`src/rtl/mem_arbiter.sv`:
```
// Round-robin arbiter sharing one memory port between IFU and LSU.
// One transaction in flight; a watchdog forces an error response on a hung bus.
module mem_arbiter #(
    parameter int unsigned TIMEOUT = 1023,
    parameter int unsigned CNT_W   = 16
) (
    input  logic        clk,
    input  logic        rst,
    input  logic        ifu_valid,
    output logic        ifu_ready,
    input  logic [31:0] ifu_addr,
    output logic        ifu_rvalid,
    output logic [31:0] ifu_rdata,
    output logic        ifu_err,
    input  logic        lsu_valid,
    output logic        lsu_ready,
    input  logic [31:0] lsu_addr,
    input  logic        lsu_wen,
    input  logic [31:0] lsu_wdata,
    input  logic [3:0]  lsu_wmask,
    output logic        lsu_rvalid,
    output logic [31:0] lsu_rdata,
    output logic        lsu_err,
    output logic        mem_valid,
    input  logic        mem_ready,
    output logic [31:0] mem_addr,
    output logic        mem_wen,
    output logic [31:0] mem_wdata,
    output logic [3:0]  mem_wmask,
    input  logic        mem_rvalid,
    input  logic [31:0] mem_rdata,
    input  logic        mem_err,
    output logic        busy,
    output logic        owner
);

    typedef enum logic [1:0] {
        IDLE = 2'd0,
        REQ  = 2'd1,
        RESP = 2'd2
    } state_t;

    state_t           state_q;
    logic             last_q;
    logic             owner_q;
    logic [CNT_W-1:0] cnt_q;
    logic [31:0]      addr_q;
    logic             wen_q;
    logic [31:0]      wdata_q;
    logic [3:0]       wmask_q;

    logic        idle;
    logic        gnt_ifu;
    logic        gnt_lsu;
    logic        timeout;
    logic        fire;
    logic        done;
    logic [31:0] rsp_data;
    logic        rsp_err;

    // last_q = 1 means the LSU was granted last, so the IFU is favoured.
    always_comb begin
        idle     = (state_q == IDLE);
        gnt_ifu  = idle & ~rst & ifu_valid & (~lsu_valid | last_q);
        gnt_lsu  = idle & ~rst & lsu_valid & (~ifu_valid | ~last_q);
        timeout  = ~idle & (cnt_q == CNT_W'(TIMEOUT));
        fire     = mem_rvalid & ((state_q == RESP) |
                                 ((state_q == REQ) & mem_ready));
        done     = ~rst & (timeout | fire);
        rsp_data = timeout ? 32'h0 : mem_rdata;
        rsp_err  = timeout | mem_err;
    end

    assign ifu_ready  = gnt_ifu;
    assign lsu_ready  = gnt_lsu;
    assign ifu_rvalid = done & ~owner_q;
    assign lsu_rvalid = done & owner_q;
    assign ifu_rdata  = ifu_rvalid ? rsp_data : 32'h0;
    assign lsu_rdata  = lsu_rvalid ? rsp_data : 32'h0;
    assign ifu_err    = ifu_rvalid & rsp_err;
    assign lsu_err    = lsu_rvalid & rsp_err;

    assign mem_valid = (state_q == REQ);
    assign mem_addr  = addr_q;
    assign mem_wen   = wen_q;
    assign mem_wdata = wdata_q;
    assign mem_wmask = wmask_q;
    assign busy      = ~idle;
    assign owner     = owner_q;

    always_ff @(posedge clk) begin
        if (rst) begin
            state_q <= IDLE;
            last_q  <= 1'b1;
            owner_q <= 1'b0;
            cnt_q   <= '0;
            addr_q  <= '0;
            wen_q   <= 1'b0;
            wdata_q <= '0;
            wmask_q <= '0;
        end else begin
            unique case (state_q)
                IDLE: begin
                    if (gnt_ifu | gnt_lsu) begin
                        addr_q  <= gnt_lsu ? lsu_addr : ifu_addr;
                        wen_q   <= gnt_lsu & lsu_wen;
                        wdata_q <= gnt_lsu ? lsu_wdata : 32'h0;
                        wmask_q <= gnt_lsu ? lsu_wmask : 4'h0;
                        owner_q <= gnt_lsu;
                        last_q  <= gnt_lsu;
                        cnt_q   <= '0;
                        state_q <= REQ;
                    end
                end
                REQ: begin
                    cnt_q <= cnt_q + 1'b1;
                    if (timeout) begin
                        state_q <= IDLE;
                    end else if (mem_ready) begin
                        state_q <= mem_rvalid ? IDLE : RESP;
                    end
                end
                RESP: begin
                    cnt_q <= cnt_q + 1'b1;
                    if (timeout | mem_rvalid) begin
                        state_q <= IDLE;
                    end
                end
                default: state_q <= IDLE;
            endcase
        end
    end

endmodule

```
`config.mk`:
```
export PLATFORM = sky130hd
export DESIGN_NAME = mem_arbiter
export DESIGN_NICKNAME = d
export VERILOG_FILES = /design/src/rtl/mem_arbiter.sv
export SDC_FILE = /design/constraint.sdc
export NUM_CORES = 1
export LEC_CHECK = 0
export CAP_MARGIN = 20
export CORE_AREA = 2 2 108 110
export DETAILED_ROUTE_END_ITERATION = 10
export DIE_AREA = 0 0 110 112
export MAX_ROUTING_LAYER = met4
export PLACE_DENSITY = 0.95
export SLEW_MARGIN = 20
export SYNTH_ARGS = -nofsm -noshare
export SYNTH_HDL_FRONTEND = slang
export SYNTH_SLANG_ARGS = --single-unit
```
`constraint.sdc`:
```
create_clock -name clk -period 5.65 [get_ports clk]
set_clock_uncertainty 0.05 [all_clocks]
set_input_delay 1.4125 -clock clk [delete_from_list [all_inputs] [get_ports clk]]
set_output_delay 1.4125 -clock clk [all_outputs]
set_load 0.1 [all_outputs]
```
==> results.txt <==
* Outcome: finished, final reports clean
- The analysis attributes to cell leakage a power of between 3 and 4 nW.
- The die is 112 um tall.
- Top cell type's share of synthesized area: 41.8%
- Relative max-transition margin: 31.1%
- The setup path with the least slack is of type in -> out.
- Port bufs: between 200 and 300
- After floorplanning, the core was sized to cover 0.0112 mm^2.
- Cell breakdown of the critical path: buf_2 > and2b_1 > nand3_2 > inv_2 > buf_12
* Total of warnings raised by yosys: 0
- Placed cell area: just under 0.008 mm^2
* CP endpoint kind: primary output
* Max Root-Sink Buffers: 2
- Wires add up to ~16 mm.
- Of all nets on the critical path, the largest fanout is 36.
- Counting the fill cells in the layout gives 771.
- Once the clock tree was built, the resizer swapped 0 gates to a different size.
* Delay-heaviest family, CP: simple AND/OR/NAND/NOR gates
- Fin cells: 923
* I/O pins: 282
- H-tree depth: 3
- Signal arrival time at the worst endpoint: 3.21 ns
- The number of max-slew violations in the final report was 0.
- Total Power Consumption: 2.30 mW
* Detail Route Antenna Nets: 0
- For this run, the total global-route usage over all layers was measured as 26.8%.
- Max-cap violations: 0
- Post-synthesis instance area: 0.00426 mm^2
* Number of buffers added by the clock tree synthesis step: 9
* Crit path launch type: input port
- The detailed router placed between 4k and 5k vias in this run.
- Final setup violating endpoints: 0
- Cells after DPL: 906
- Clock slew seen by the registers of the worst setup and hold paths: 0.06 ns
- Effective utilization at floorplan: 38.1%
- For the worst setup path, the data required time is 4.19 ns.
- Class of the most critical hold timing path: reg -> reg
- Worst Max-Slew Pin Slew: between 1 and 1.5 ns
- The top cell types in the final layout, fill and taps aside, are sky130_fd_sc_hd__clkdlybuf4s50_1, sky130_fd_sc_hd__dfxtp_1, sky130_fd_sc_hd__nand2_1, sky130_fd_sc_hd__nor2_1, sky130_fd_sc_hd__and3_1.
* Global-route congestion overflow total: 0
* Source of the worst register-to-register timing path: state_q[0]
- Sorting the synthesized cells by area gives the leading types as sky130_fd_sc_hd__dfxtp_1, sky130_fd_sc_hd__and3_1, sky130_fd_sc_hd__nand2_1.
- For this design, the sink count on the clock tree is 89.
- Sequential share of the synthesized area: 41.8%
- Die area: 0.0123 mm^2
* Most common cell after layout, fill and taps aside: sky130_fd_sc_hd__clkdlybuf4s50_1
* Net count after synthesis: 664
* Relative area change from synthesis to final layout: 90.6%
- Cell taking the most area after synthesis: sky130_fd_sc_hd__dfxtp_1
- Row Count: 39
* Wire length of the first global-routing pass: 25.2 mm
- The number of antenna violations at the first check in global routing is 0.
* RR Endpoint: mem_addr[19]
* FF-to-FF path depth: 8
* Setup TNS: 0 ns
- The number of global-route vias before repair is 4985.
* Skew-Pair Late Insertion Delay: 0.33 ns
- Fraction of layout instances using a drive strength above 1: 14.0%
- VDD sags by at most 287 uV.
- After synthesis, the netlist uses 46 different library cells.
- Final HPWL DP: 12.0 mm
- Number of synthesized register bits: 89
- RSZ-0062 raised after global routing: false
- Buffers added to address setup during post-CTS repair amount to 0.
- Min Tclk post-route: 4.68 ns
- In this run the worst setup path begins at rst.
- Instance count on the critical path: 5
* Final Hold Slack: 0.443 ns
* Clock tree root driver cell: sky130_fd_sc_hd__clkbuf_16
- First-pass iteration count of the detailed router: 5
- Combined buffer and inverter count along the critical path: 3
- Number of vias per cell after detailed routing: 5.36
- Final nets: 920
* Crit-path slowest cell: sky130_fd_sc_hd__nand3_2
- Finished Cell Area: 0.00812 mm^2
* Power per standard cell area: between 200 and 300 mW/mm^2
- The repair_antennas step left the layout with diodes totalling 0.
- Total count of hold-check failures in the final report: 0
- For this run, the slowest stage of the critical path takes 0.61 ns.
- The first routing iteration left 344 violations.
- Width of the die: 110 um
- Following the worst setup path forward leads to its endpoint at lsu_ready.
- Clock tree from TritonCTS: done
* DRC violation count after routing: 0
- Final estimated routing congestion in global placement: 0.826
* Post-Syn Area per Cell: around 8.2 um^2
- Number of hold buffers added after CTS: 0
- Wirelength per Cell: 17.6 um
- Largest net degree at the start of global routing: 70
- For flop-to-flop paths, the worst setup slack is 2.42 ns.
- In the synthesized netlist, the number of instances is ~520.
* Fmax: 0.214 GHz
- Post-route fraction of the period consumed by the critical path: 82.7%
## cell type report
| class | instances | area, um^2 | area share (%) |
|---|---|---|---|
| repair buffers | 290 | 3540 | 43.6 |
| multi-input cells | 373 | 2220 | 27.4 |
| flip-flops and latches | 89 | 1780 | 21.9 |
| clock buffers | 9 | 225 | 2.77 |
| well taps | 143 | 179 | 2.20 |
| clock inverters | 7 | 126 | 1.56 |
| inverters | 12 | 45.0 | 0.555 |
## synth_stat cells (all sizes together)
library cell	count
o22ai	1
nor3	2
and4	2
a211oi	1
or4	12
a22oi	38
nand2	77
o21a	2
nand2b	3
a32oi	1
and2b	1
or3	2
nand4	4
a211o	1
o31ai	10
a311oi	32
nand3	6
o211ai	1
a31oi	1
a21oi	17
mux2i	1
or2	1
dfxtp	89
buf	18
o311ai	1
o41ai	1
and3	68
a21o	1
ha	5
clkbuf	27
o21ai	6
nor4	1
nor4b	1
a21boi	2
inv	12
nor2	71
## tightest hold or removal path, stage by stage (launching register included)
cell and delay, ns:
sky130_fd_sc_hd__dfxtp_1 0.33, sky130_fd_sc_hd__nand2_1 0.06, sky130_fd_sc_hd__mux2i_1 0.06
## flip-flops by register name, indices dropped and copies added, names as in the netlist
register and count:
mem_wen 1, mem_wdata 32, owner 1, cnt_q 16, last_q 1, state_q 2
mem_wmask 4, mem_addr 32
## how the worst min path moves through the flow
stage | cells past startpoint | endpoint | slack, ns | start
2_1_floorplan | 2 | cnt_q[15] | 0.41 | cnt_q[15]
3_3_place_gp | 2 | cnt_q[15] | 0.42 | cnt_q[15]
3_5_place_dp | 2 | mem_wdata[8] | 0.43 | mem_wdata[8]
4_1_cts | 2 | cnt_q[15] | 0.45 | cnt_q[15]
5_1_grt | 2 | cnt_q[15] | 0.46 | cnt_q[15]
6_report | 2 | cnt_q[15] | 0.44 | cnt_q[15]
## per-layer routing
metal,routed length [um],global-route usage (%)
met4,483,8.95
met3,1000,7.26
met5,0,-
met2,8490,46.1
met1,6290,29.5
## cell families after synthesis
kind of cell | Yosys count | share of synthesized area (%)
DFF | 89 | 41.8
buffers and inverters | 57 | 6.02
adders and majority gates | 5 | 1.47
and+or+nand+nor | 251 | 29.8
muxes | 1 | 0.235
AOI/OAI and AO/OA | 116 | 20.7
## stage by stage
stage	worst slack [ns]	utilization (%)
floorplan	0.318	-
global placement	0.992	69.4
detailed placement	0.965	69.4
CTS	0.955	72.6
global route	0.797	72.7
finish	0.975	72.7
## power by group
part / leakage [nW] / total (mW) / switching [mW] / internal [mW]
combinational: 2.37 / 0.896 / 0.625 / 0.271
clock: 0.168 / 0.698 / 0.260 / 0.438
sequential: 0.727 / 0.706 / 0.0290 / 0.677
Note: power is estimated with default switching activity, not from simulation.
